--- config.mk ---
export PLATFORM = sky130hd
export DESIGN_NAME = led_scan_controller
export DESIGN_NICKNAME = d
export VERILOG_FILES = /design/src/rtl/led_pkg.sv /design/src/rtl/led_hex_decoder.sv /design/src/rtl/led_scan_controller.sv
export SDC_FILE = /design/constraint.sdc
export NUM_CORES = 1
export LEC_CHECK = 0
export ABC_AREA = 0
export CORE_ASPECT_RATIO = 0.8
export CORE_UTILIZATION = 39
export CTS_BUF_LIST = sky130_fd_sc_hd__clkbuf_8
export DETAILED_ROUTE_END_ITERATION = 10
export GPL_ROUTABILITY_DRIVEN = 0
export GPL_TIMING_DRIVEN = 1
export REMOVE_ABC_BUFFERS = 1
export SKIP_LAST_GASP = 1
export SYNTH_ARGS = -nofsm -noshare
export SYNTH_HDL_FRONTEND = slang
export SYNTH_SLANG_ARGS = --single-unit
--- constraint.sdc ---
create_clock -name HCLK -period 3.9 [get_ports HCLK]
set_input_delay 0.585 -clock HCLK [delete_from_list [all_inputs] [get_ports HCLK]]
set_output_delay 0.585 -clock HCLK [all_outputs]
set_load 0.02 [all_outputs]
--- src/rtl/led_pkg.sv ---
// Shared types and constants for the multiplexed LED scan controller.
// Optional leading-zero suppression in the controller is enabled by defining
// LED_LEADING_ZERO_BLANK_EN.
package led_pkg;

  // Scan FSM: BLANK holds every digit off, DRIVE lights the selected digit.
  typedef enum logic {
    BLANK = 1'b0,
    DRIVE = 1'b1
  } state_t;

  // Segment vector in the conventional g..a order, so bit 0 is segment a.
  typedef struct packed {
    logic g;
    logic f;
    logic e;
    logic d;
    logic c;
    logic b;
    logic a;
  } seg7_t;

  localparam seg7_t SEG_OFF = '0;

  // Standard 7-segment patterns for hex 0-F (A, b, C, d, E, F for 10-15).
  localparam seg7_t HEX_SEG_TABLE [16] = '{
    7'h3F, 7'h06, 7'h5B, 7'h4F,
    7'h66, 7'h6D, 7'h7D, 7'h07,
    7'h7F, 7'h6F, 7'h77, 7'h7C,
    7'h39, 7'h5E, 7'h79, 7'h71
  };

  // Ceiling log2, usable in constant expressions; clog2(1) is 0.
  function automatic int clog2(input int value);
    int result;
    result = 0;
    while ((1 << result) < value) begin
      result = result + 1;
    end
    return result;
  endfunction

endpackage

--- src/rtl/led_hex_decoder.sv ---
// Purely combinational 4-bit hex to 7-segment decoder.
module led_hex_decoder
  import led_pkg::*;
(
  input  logic [3:0] hex,
  output seg7_t      seg
);

  // Table lookup of the standard hex glyph.
  always_comb begin
    seg = HEX_SEG_TABLE[hex];
  end

endmodule

--- src/rtl/led_scan_controller.sv ---
// Multiplexed common-cathode LED scan controller.
// Scans NUM_DIGITS digits with DWELL_CYCLES of drive and BLANK_CYCLES of
// all-off gap per digit. New contents are committed only at frame boundaries
// through a Load/LoadAck handshake, so a frame is never torn.
// Define LED_LEADING_ZERO_BLANK_EN to suppress leading zero digits.
module led_scan_controller
  import led_pkg::*;
#(
  parameter int NUM_DIGITS   = 4,
  parameter int DWELL_CYCLES = 4,
  parameter int BLANK_CYCLES = 1
) (
  input  logic                    HCLK,
  input  logic                    HRESETn,
  input  logic                    Enable,
  input  logic [4*NUM_DIGITS-1:0] DigitData,
  input  logic [NUM_DIGITS-1:0]   DPMask,
  input  logic [NUM_DIGITS-1:0]   BlankMask,
  input  logic                    Load,
  output logic                    LoadAck,
  output logic                    FrameSync,
  output logic                    SegA,
  output logic                    SegB,
  output logic                    SegC,
  output logic                    SegD,
  output logic                    SegE,
  output logic                    SegF,
  output logic                    SegG,
  output logic                    DP,
  output logic [NUM_DIGITS-1:0]   nDigit
);

  localparam int CNT_MAX = (DWELL_CYCLES > BLANK_CYCLES) ? DWELL_CYCLES : BLANK_CYCLES;
  localparam int CNT_W   = (clog2(CNT_MAX) < 1) ? 1 : clog2(CNT_MAX);
  localparam int IDX_W   = (clog2(NUM_DIGITS) < 1) ? 1 : clog2(NUM_DIGITS);

  localparam logic [CNT_W-1:0] DWELL_LAST = CNT_W'(DWELL_CYCLES - 1);
  localparam logic [CNT_W-1:0] BLANK_LAST = CNT_W'(BLANK_CYCLES - 1);
  localparam logic [IDX_W-1:0] IDX_LAST   = IDX_W'(NUM_DIGITS - 1);

  // Scan state
  state_t             state, state_nxt;
  logic [IDX_W-1:0]   idx, idx_nxt;
  logic [CNT_W-1:0]   cnt, cnt_nxt;
  // Set by reset and by Enable low: the next BLANK exit starts a fresh frame
  // at digit 0 instead of advancing idx.
  logic               restart, restart_nxt;
  logic               boundary;
  logic               capture;

  // Shadow copy of the display contents
  logic [4*NUM_DIGITS-1:0] shadow_data, data_nxt;
  logic [NUM_DIGITS-1:0]   shadow_dp, dp_nxt;
  logic [NUM_DIGITS-1:0]   shadow_blank, blank_nxt;

  // Next-cycle output values, registered below
  logic [3:0]            hex_sel;
  seg7_t                 dec_seg;
  logic                  dp_sel;
  logic                  blank_sel;
  logic                  suppress;
  logic                  drive_on;
  logic [NUM_DIGITS-1:0] ndigit_nxt;
  seg7_t                 seg_nxt;
  logic                  dp_out_nxt;
  seg7_t                 seg_q;

  // Scan state register; Enable low and reset both park the scan.
  always_ff @(posedge HCLK) begin
    // NOTE: sequential state uses non-blocking assignments so every register
    // samples pre-edge values regardless of statement order.
    if (!HRESETn) begin
      state   <= BLANK;
      idx     <= '0;
      cnt     <= '0;
      restart <= 1'b1;
    end else begin
      state   <= state_nxt;
      idx     <= idx_nxt;
      cnt     <= cnt_nxt;
      restart <= restart_nxt;
    end
  end

  // Next-state logic: dwell/blank counting, digit advance and frame boundary.
  always_comb begin
    // NOTE: every variable driven here is given a default first, so no path
    // leaves it unassigned and no latch is inferred.
    state_nxt   = state;
    idx_nxt     = idx;
    cnt_nxt     = cnt;
    restart_nxt = restart;
    boundary    = 1'b0;

    if (!Enable) begin
      state_nxt   = BLANK;
      idx_nxt     = '0;
      cnt_nxt     = '0;
      restart_nxt = 1'b1;
    end else begin
      case (state)
        DRIVE: begin
          if (cnt == DWELL_LAST) begin
            state_nxt = BLANK;
            cnt_nxt   = '0;
          end else begin
            cnt_nxt = cnt + CNT_W'(1);
          end
        end
        BLANK: begin
          if (cnt == BLANK_LAST) begin
            state_nxt   = DRIVE;
            cnt_nxt     = '0;
            restart_nxt = 1'b0;
            if (restart || (idx == IDX_LAST)) begin
              idx_nxt  = '0;
              boundary = 1'b1;
            end else begin
              idx_nxt = idx + IDX_W'(1);
            end
          end else begin
            cnt_nxt = cnt + CNT_W'(1);
          end
        end
        default: begin
          state_nxt = BLANK;
          idx_nxt   = '0;
          cnt_nxt   = '0;
        end
      endcase
    end
  end

  assign capture = boundary & Load;

  // Shadow contents as they will be after this edge; outputs are computed
  // from these so the first digit of a freshly loaded frame is already new.
  always_comb begin
    data_nxt  = capture ? DigitData : shadow_data;
    dp_nxt    = capture ? DPMask    : shadow_dp;
    blank_nxt = capture ? BlankMask : shadow_blank;
  end

`ifdef LED_LEADING_ZERO_BLANK_EN
  logic [NUM_DIGITS-1:0] lz_blank;
  logic                  lz_run;

  // Leading-zero run from the top digit down; digit 0 is never suppressed.
  // Uses the registered shadow only: the shadow changes solely on the edge
  // that enters digit 0, which suppression never affects.
  always_comb begin
    lz_blank = '0;
    lz_run   = 1'b1;
    for (int k = NUM_DIGITS - 1; k >= 1; k--) begin
      lz_run      = lz_run & (shadow_data[4*k +: 4] == 4'h0) & ~shadow_dp[k];
      lz_blank[k] = lz_run;
    end
  end

  assign suppress = lz_blank[idx_nxt];
`else
  assign suppress = 1'b0;
`endif

  assign hex_sel   = data_nxt[4*idx_nxt +: 4];
  assign dp_sel    = dp_nxt[idx_nxt];
  assign blank_sel = blank_nxt[idx_nxt] | suppress;

  led_hex_decoder u_hex_decoder (
    .hex (hex_sel),
    .seg (dec_seg)
  );

  // Output values for the upcoming cycle: one active-low select, or all dark.
  always_comb begin
    drive_on   = (state_nxt == DRIVE) && !blank_sel;
    ndigit_nxt = '1;
    seg_nxt    = SEG_OFF;
    dp_out_nxt = 1'b0;
    if (drive_on) begin
      ndigit_nxt[idx_nxt] = 1'b0;
      seg_nxt             = dec_seg;
      dp_out_nxt          = dp_sel;
    end
  end

  // Shadow registers and registered outputs.
  always_ff @(posedge HCLK) begin
    // NOTE: the shadow is a handful of flops rather than a RAM, so it is reset;
    // blank-all-ones keeps the display dark until the first load.
    if (!HRESETn) begin
      shadow_data  <= '0;
      shadow_dp    <= '0;
      shadow_blank <= '1;
      nDigit       <= '1;
      seg_q        <= SEG_OFF;
      DP           <= 1'b0;
      LoadAck      <= 1'b0;
      FrameSync    <= 1'b0;
    end else begin
      shadow_data  <= data_nxt;
      shadow_dp    <= dp_nxt;
      shadow_blank <= blank_nxt;
      nDigit       <= ndigit_nxt;
      seg_q        <= seg_nxt;
      DP           <= dp_out_nxt;
      LoadAck      <= capture;
      FrameSync    <= boundary;
    end
  end

  assign SegA = seg_q.a;
  assign SegB = seg_q.b;
  assign SegC = seg_q.c;
  assign SegD = seg_q.d;
  assign SegE = seg_q.e;
  assign SegF = seg_q.f;
  assign SegG = seg_q.g;

endmodule

Word-level counts from Yosys, hierarchy flattened

Memories as Yosys holds them, arrays and structs flattened. A register that Yosys moved wholly into a read port is not among the register bits.
Cells that the tools add are included.

Output and inout port bits: 14
Register bits: 37
Memory bits (read-only): 112
Input bits: 28
Logic and storage cells: 56
Memories: 1

Magnitude comparators: 2
Equality and inequality tests: 2
Reductions and logical operators: 9
Shift-type cells: 1
Bitwise logic cells: 4
Multiplexer cells: 24
Add/subtract/negate cells: 2

Memories:

| name            | depth | width | rd ports | clocked after Yosys merged registers in | write ports | line                  | text |
|---|---|---|---|---|---|---|---|
| (no name shown) | 16    | 7     | 1        | 1                                       | 0           | led_hex_decoder.sv:11 | `seg = HEX_SEG_TABLE[hex];` |

Operators by type and width:

| operator            | number |
|---|---|
| $mux 16             | 1 |
| $shiftx 16x5->4     | 1 |
| $mux 2              | 6 |
| $mux 1              | 10 |
| $mux 4              | 2 |
| $reduce_and 2->1    | 3 |
| $not 4->5           | 1 |
| $add 2x1->2 const B | 2 |
| $bmux 1 s2          | 2 |
| $eq 2x2->1 const B  | 2 |
| $not 4->4           | 1 |
| $pmux 2 s2          | 1 |
| $lt 2x3->1 const B  | 1 |
| $demux 1 s2         | 1 |
| $ge 2x1->1 const B  | 1 |
| $logic_and 1x1->1   | 2 |
| $logic_not 1->1     | 2 |
| $logic_not 2->1     | 1 |
| $pmux 1 s2          | 1 |
| $and 1x1->1         | 1 |
| $logic_or 1x1->1    | 1 |
| $not 1->1           | 1 |

Logic depth before layout (Yosys ltp)

Gate-level depths: netlist of the first run.

Word-level depth: 14
Gate-level depth with buffers: 17
Mapped depth without buffers: 14

Modules after synthesis

A second synthesis of the first run with hierarchy kept.

Cell total of the unflattened synthesis: 209
Area total of the unflattened synthesis: 2119.5 um2

By module, submodules not included:

| module              | seq. area each (um2) | area each (um2) | cells an instance | instances |
|---|---|---|---|---|
| led_scan_controller | 880.8                | 1831.8          | 176               | 1 |
| led_hex_decoder     | 0.0                  | 287.8           | 33                | 1 |

Worst setup path after synthesis of the first run

OpenSTA, ideal clock, no wires.

Path type: flip-flop to flip-flop
From: register cnt[0]
To: register seg_q, in the netlist SegF
Period minus slack after synthesis: 2.990 ns
Data required time: 3.840 ns
Cell stages (with the launch flop): 18
Library setup time: 0.060 ns
Buffers on the path: 4
Data arrival time: 2.930 ns
Setup slack: 0.910 ns
Cell sequence: dfxtp_1 -> inv_1 -> ha_1 -> nand2b_4 -> buf_6 -> or3_1 -> buf_6 -> buf_6 -> clkbuf_1 -> mux2i_1 -> mux2i_1 -> mux2i_1 -> inv_1 -> ha_1 -> inv_1 -> nor2_1 -> a21oi_1 -> o221a_1

Cells in the longest elaborated chain, start to end: 12
Elaborated cells on any way between the ends: 23
Classes of those cells: eq/ne: 1; shift: 1; mux: 14; bitwise: 2; reduce/logical: 5

Ends and longest elaborated chain:

| item                              | line                       | text |
|---|---|---|
| from (decl)                       | led_scan_controller.sv:44  | `logic [CNT_W-1:0] cnt, cnt_nxt;` |
| from (signal assigned)            | led_scan_controller.sv:80  | `cnt <= cnt_nxt;` |
| $logic_not 2->1                   | led_scan_controller.sv:111 | `if (cnt == BLANK_LAST) begin` |
| $mux 1                            | led_scan_controller.sv:111 |  |
| $mux 1                            | led_scan_controller.sv:101 | `case (state)` |
| $mux 1                            | led_scan_controller.sv:95  | `if (!Enable) begin` |
| $and 1x1->1                       | led_scan_controller.sv:134 | `assign capture = boundary & Load;` |
| $mux 4                            | led_scan_controller.sv:141 | `blank_nxt = capture ? BlankMask : shadow_blank;` |
| $bmux 1 s2                        | led_scan_controller.sv:167 | `assign blank_sel = blank_nxt[idx_nxt] \| suppress;` |
| $mux 1 (implied by the code)      | led_scan_controller.sv:167 |  |
| $logic_not 1->1                   | led_scan_controller.sv:176 | `drive_on = (state_nxt == DRIVE) && !blank_sel;` |
| $logic_and 1x1->1                 | led_scan_controller.sv:176 |  |
| $reduce_and 2->1 (no source line) | n/a                        |  |
| $logic_not 1->1 (no source line)  | n/a                        |  |
| to (signal assigned)              | led_scan_controller.sv:205 | `seg_q <= seg_nxt;` |
| to (decl)                         | led_scan_controller.sv:66  | `seg7_t seg_q;` |

Several ways; a longest one is shown, not always the timed one. The select of a mux whose other input is x is not followed.
A chain may end at the register's enable or synchronous reset.

Final worst setup path of the first run

From: input port Enable
To: register seg_q, in the netlist SegB

Cells in the longest elaborated chain, start to end: 9
Elaborated cells on any way between the ends: 14
Classes of those cells: shift: 1; mux: 7; bitwise: 2; reduce/logical: 4

Ends and longest elaborated chain:

| item                              | line                       | text |
|---|---|---|
| from (decl)                       | led_scan_controller.sv:15  | `input logic Enable,` |
| $mux 1                            | led_scan_controller.sv:95  |  |
| $and 1x1->1                       | led_scan_controller.sv:134 |  |
| $mux 4                            | led_scan_controller.sv:141 |  |
| $bmux 1 s2                        | led_scan_controller.sv:167 |  |
| $mux 1 (implied by the code)      | led_scan_controller.sv:167 |  |
| $logic_not 1->1                   | led_scan_controller.sv:176 |  |
| $logic_and 1x1->1                 | led_scan_controller.sv:176 |  |
| $reduce_and 2->1 (no source line) | n/a                        |  |
| $logic_not 1->1 (no source line)  | n/a                        |  |

Several ways; a longest one is shown, not always the timed one. The select of a mux whose other input is x is not followed.

==> results of run 1 <==
cell usage in the layout (no fill, tap or decap), types with 2 or more instances in the layout:
master and instances:
nand3_1 5, a21boi_0 4, mux2i_1 26, nor2_1 18, a221oi_2 2, dfxtp_1 44
nor2b_1 16, nand2b_1 2, ha_1 11, and2_4 2, buf_4 6, and2_1 4
a21o_1 2, a211oi_1 2, nor3_1 2, a22oi_1 2, a31oi_1 2, a21oi_1 6
clkdlybuf4s50_1 41, and3_1 3, inv_1 7, o21ai_0 4, clkbuf_8 5, o21ai_1 3
nand2_1 28
worst max-delay path: stages:
cell and delay (ns):
clkdlybuf4s50_1 0.59, nand2_1 0.15, or3_1 0.69, mux2i_1 0.24, nand2_1 0.11, nand2_1 0.05
o21ai_1 0.34, inv_1 0.16, ha_1 0.34, nor2_1 0.11, a21oi_1 0.06, a221oi_2 0.21
synthesized netlist by cell type, types with 4 or more instances:
master	n	area, um2
a21boi_0	4	30.0
and2_1	4	25.0
nand2_1	28	105
dfxtp_1	44	881
a21oi_1	6	30.0
nor2b_1	16	100
nor2_1	18	67.6
clkbuf_1	7	26.3
nand3_1	5	25.0
o21ai_0	4	20.0
buf_6	4	45.0
ha_1	11	138
mux2i_1	26	260
inv_1	7	26.3
power groups by stage:
stage | Combinational (mW) | Sequential, mW | Clock (mW)
CTS | 0.181 | 0.474 | 0.334
global placement | 0.181 | 0.483 | 0
floorplan | 0.108 | 0.488 | 0
finish | 0.181 | 0.474 | 0.326
global route | 0.200 | 0.475 | 0.353
detailed placement | 0.180 | 0.484 | 0
final cells by class:
class / instances / area, um2 / area share (%)
clock buffer: 5 / 68.8 / 2.54
clock inverter: 1 / 30.0 / 1.11
inverter: 7 / 26.3 / 0.969
multi-input combinational: 163 / 1170 / 43.2
sequential: 44 / 881 / 32.5
tap: 62 / 77.6 / 2.86
timing repair buffer: 47 / 455 / 16.8
routing by layer:
metal	up-vias	track usage [%]	wire length, um
met4	0	5.08	46
met5	-	0	0
met3	5	4.40	277
met1	712	23.8	2360
li1	851	-	-
met2	48	24.4	1770
logic make-up (layout without fill, tap and decap cells):
group	after synthesis	after routing
simple gates	90	90
mux	27	27
fa+ha+maj	11	11
buf+inv	19	60
compound gates	35	35
flops	44	44
flip-flops by register name, indices dropped and copies added, names as in the netlist, 2 cells and up:
register      flops
shadow_data      16
nDigit            4
shadow_dp         4
cnt               2
idx               2
shadow_blank      4
path summary, 6_finish.rpt:
| kind | startpoint | to | slack, ns |
|---|---|---|---|
| min | shadow_dp[3] | shadow_dp[3] | 0.47 |
| max | Enable | SegB | 0.46 |
| max reg2reg | cnt[0] | SegB | 0.65 |
| min reg2reg | shadow_dp[3] | shadow_dp[3] | 0.47 |
==> flow_metrics.py, run 1 <==
metrics = {
    "critical_path": {
        "worstSetupPathType": "input port to register",
        "cp.arrival_ns": 3.64,
        "worstPathRequired_ns": 4.11,
        "reg2reg_depth": 13,
        "end_kind": "register",
        "crit_fanout": 15,
        "worstSetupStartpointType": "input port",
    },
    "timing": {
        "rsz0062_at_grt": "false",
        "worst_pin_slew_ns": 0.841,
        "drv_slew": 0,
        "fmax_mhz": 291,
        "fin_tns_setup_ns": 0,
        "fin_ws_ns": 0.463,
        "post-route-min-period_ns": 3.44,
        "fin_hold_ws_ns": 0.467,
        "hold_violations": 0,
        "fin_crit_sh_pct": 88.1,
        "slew_headroom_pct": 43.9,
        "setup_violations": 0,
        "fin_worst_skew_ns": 0.00877,
    },
    "power": {
        "clock_power_share_pct": 33.2,
        "p_comb_share_pct": 18.5,
        "p_total_uw": 981,
        "p_int_uw": 738,
        "vdd_drop_max_v": 0.000198,
        "powerDensity_nw_per_um2": 362,
        "seqPwrFrac_pct": 48.3,
        "p_sw_uw": 243,
        "p_sw_share_pct": 24.7,
        "p_leak_nw": 1.14,
    },
    "synthesis": {
        "synth-compound-area-share_pct": 12.7,
        "synth_warnings": 0,
        "ys_seq_elements": 44,
        "yosysSeqAreaShare_pct": 40.8,
        "synth-simple-area-share_pct": 22.1,
        "synth_area_per_cell_um2": 9.55,
        "muxShareOfSynthArea_pct": 13.1,
        "synthAdderAreaFrac_pct": 6.38,
        "synth_top_family_by_area": "simple AND/OR/NAND/NOR gates",
        "async_reset_ff_share_pct": 0,
        "synth_edf_count": 0,
        "ys_types": 44,
        "synth_ff_type": "dfxtp_1",
        "synthXorXnorAreaFrac_pct": 0,
        "syn-cell-area_um2": 2160,
        "netlist_instances": 226,
    },
    "global_routing": {
        "grt_max_degree": 28,
        "grt_pass1_wl_mm": 7.34,
        "grt_pass1_vias": 1489,
        "antenna_found_initial": 0,
        "gr-usage-all-layers_pct": 16.6,
        "grt_overflow_total": 0,
    },
    "routing": {
        "viasPerCell": 4.91,
        "drt-wirelength-per-cell_um": 13.5,
        "drt_iter0_drc": 70,
        "drtAntennaViolNets": 0,
        "drcViolationCount": 0,
        "wl_mm": 4.46,
        "route.vias.total": 1616,
        "dr.pass1.iters": 4,
    },
    "clocking": {
        "cts_setup_buffers": 0,
        "cts_resized": 0,
        "clk_pin_slew_ns": 0.08,
        "cts.path.max_buffers": 2,
        "ctsHtreeMaxLevel": 2,
        "clock_sinks": 44,
        "cts-hold-fix-buffers": 0,
        "tritoncts": "built",
        "clockRootBuffer": "clkbuf_8",
        "cts-buffers-inserted": 5,
        "clock_latency_ns": 0.29,
    },
    "placement": {
        "dp.final_hpwl_mm": 3.25,
        "io_buffers": 41,
        "place_area_um2": 2610,
        "placed_cells": 323,
        "place_ws_ns": 0.208,
    },
    "finish": {
        "postLayoutCellArea_um2": 2710,
        "drive_gt1_share_pct": 9.74,
        "antenna_cells": 0,
        "fillers": 487,
        "area_growth_pct": 25.6,
        "final_util_pct": 52.6,
        "nets": 307,
        "fin_cells": 329,
    },
    "die": {
        "core_area_um2": 5150,
        "fp-row-count": 23,
        "boundaryPins": 42,
        "die_h_um": 68.5,
        "die_w_um": 85.2,
        "dieArea_um2": 5840,
        "initial_core_util_pct": 41.9,
    },
    "run": {
        "drv_cap": 0,
    },
    "worst_hold_path": {
        "min_path_cells": 2,
        "min_path_type": "register to register",
    },
    "run_status": {
        "outcome": "complete, no violations",
    },
}
Power figures use the tool's default switching activity.
==> inputs of run 2 (changes only) <==
- HOLD_SLACK_MARGIN: not set -> 0.15
==> results of run 2 <==
The final DEF is identical to that of run 1; final timing and power are the same.
==> inputs of run 3 (changes only) <==
- clock period: 3.9 -> 4.16 ns (I/O delays scaled with it)
==> run 3 against run 2 <==
Critical endpoint is now SegF. Final cell count shrank 0.30%. Utilization down 0.63 points. Total power decreased by 11%. Critical path depth did not move. First-iteration DRC count down 5.7%. Sequential share of layout area up 0.39 points. Non-clock buffer count is 2 lower. Critical path type unchanged. Register-to-register slack gained 0.39 ns. Hold slack better by 0.0039 ns. Sequential power decreased by 6.3%. Via count grew 0.87%.
==> flow_metrics.py, run 3 (synthesis gave the netlist of run 1 again) <==
metrics = {
    "timing": {
        "fmax_mhz": 302,
        "fin_worst_skew_ns": 0.0107,
        "setup_violations": 0,
        "hold_violations": 0,
        "fin_tns_setup_ns": 0,
        "rsz0062_at_grt": "false",
        "slew_headroom_pct": 55.7,
        "fin_crit_sh_pct": 79.5,
        "post-route-min-period_ns": 3.31,
        "worst_pin_slew_ns": 0.663,
        "fin_hold_ws_ns": 0.471,
        "drv_slew": 0,
    },
    "clocking": {
        "clockRootBuffer": "clkbuf_8",
        "ctsHtreeMaxLevel": 2,
        "clock_sinks": 44,
        "tritoncts": "built",
        "cts.path.max_buffers": 2,
        "cts-hold-fix-buffers": 0,
        "clk_pin_slew_ns": 0.08,
        "cts_resized": 0,
        "clock_latency_ns": 0.30,
        "cts_setup_buffers": 0,
        "cts-buffers-inserted": 5,
    },
    "global_routing": {
        "antenna_found_initial": 0,
        "grt_pass1_wl_mm": 7.47,
        "grt_overflow_total": 0,
        "grt_max_degree": 29,
        "grt_pass1_vias": 1449,
        "gr-usage-all-layers_pct": 17.3,
    },
    "placement": {
        "io_buffers": 41,
        "dp.final_hpwl_mm": 3.25,
        "placed_cells": 321,
    },
    "power": {
        "p_sw_uw": 236,
        "p_leak_nw": 1.12,
        "vdd_drop_max_v": 0.000171,
        "seqPwrFrac_pct": 51.0,
        "p_comb_share_pct": 19.4,
        "powerDensity_nw_per_um2": 325,
        "p_total_uw": 869,
        "p_sw_share_pct": 27.2,
        "clock_power_share_pct": 29.6,
        "p_int_uw": 633,
    },
    "finish": {
        "multi_input_area_um2": 1170,
        "layout_commonest_cell": "dfxtp_1",
        "fin_cells": 328,
        "seqCellArea_um2": 881,
        "drive_gt1_share_pct": 9.40,
        "final_cell_mix": "dfxtp_1, clkdlybuf4s50_1, nand2_1",
        "area_growth_pct": 24.1,
        "antenna_cells": 0,
        "fillers": 460,
        "nets": 305,
        "largest_reg_flops": 16,
        "final_util_pct": 52.0,
        "top_register": "shadow_data",
    },
    "run_status": {
        "outcome": "complete, no violations",
    },
    "die": {
        "die_h_um": 68.5,
        "dieArea_um2": 5840,
        "boundaryPins": 42,
        "die_w_um": 85.2,
        "initial_core_util_pct": 41.9,
        "core_area_um2": 5150,
        "fp-row-count": 23,
    },
    "critical_path": {
        "worstSetupStartpointType": "input port",
        "cp.arrival_ns": 3.55,
        "crit_fanout": 9,
        "worstSetupPathType": "input port to register",
        "end_kind": "register",
        "worstPathRequired_ns": 4.41,
    },
    "run": {
        "drv_cap": 0,
    },
    "routing": {
        "drcViolationCount": 0,
        "route.vias.total": 1630,
        "drt_iter0_drc": 66,
        "wl_mm": 4.40,
        "viasPerCell": 4.97,
        "dr.pass1.iters": 4,
        "drt-wirelength-per-cell_um": 13.4,
        "drtAntennaViolNets": 0,
    },
    "worst_hold_path": {
        "min_path_type": "register to register",
    },
}
==> run 3: changes by cell type in the layout (fill, tap and decap cells not counted), sizes merged <==
cell      change
clkinvlp      +1
bufinv        -1
buf           -2
clkinv        +1
==> run 3: worst paths after layout <==
| check | from | end | slack, ns | cells past startpoint |
|---|---|---|---|---|
| setup / recovery | Enable | SegF | 0.85 | 12 |
| hold / removal | shadow_dp[0] | shadow_dp[0] | 0.47 | 2 |
| setup reg to reg | cnt[0] | SegF | 1.04 | 13 |
| hold reg to reg | shadow_dp[0] | shadow_dp[0] | 0.47 | 2 |
==> run 3: power by group through the flow <==
| stage | sequential, mW | clock (mW) | combinational, mW |
|---|---|---|---|
| after global routing | 0.446 | 0.291 | 0.187 |
| after floorplan | 0.457 | 0 | 0.101 |
| final | 0.444 | 0.257 | 0.169 |
| after CTS | 0.444 | 0.266 | 0.169 |
| after global placement | 0.454 | 0 | 0.169 |
| after detailed placement | 0.454 | 0 | 0.168 |
==> run 3: metal layers <==
metal / global-route usage (%) / up-vias / share of wire (%)
li1: - / 846 / -
met1: 26.6 / 724 / 56
met2: 22.4 / 53 / 37
met3: 4.17 / 7 / 5.7
met4: 6.99 / 0 / 1.5
met5: 0 / - / 0
==> run 3: final cells by class <==
class	count	area share [%]
multi-input cells	163	43.8
flip-flops and latches	44	32.9
repair buffers	45	16.4
well taps	62	2.90
clock buffers	5	2.57
inverters	7	0.981
clock inverters	2	0.467
==> run 3: stage by stage <==
stage | instance area [um2] | worst slack, ns
5_1_grt | 2680 | 0.499
3_5_place_dp | 2600 | 0.521
4_1_cts | 2680 | 0.838
2_1_floorplan | 2080 | 1.19
6_report | 2680 | 0.853
3_3_place_gp | 2600 | 0.544
==> run 3: critical path, cell delays in order <==
cell and delay, ns:
clkdlybuf4s50_1 0.58, nand2_1 0.13, or3_1 0.57, mux2i_1 0.28, mux2i_1 0.10, mux2i_1 0.40
inv_1 0.15, ha_1 0.25, inv_1 0.10, nor2_1 0.05, a21oi_1 0.12, o221a_1 0.18
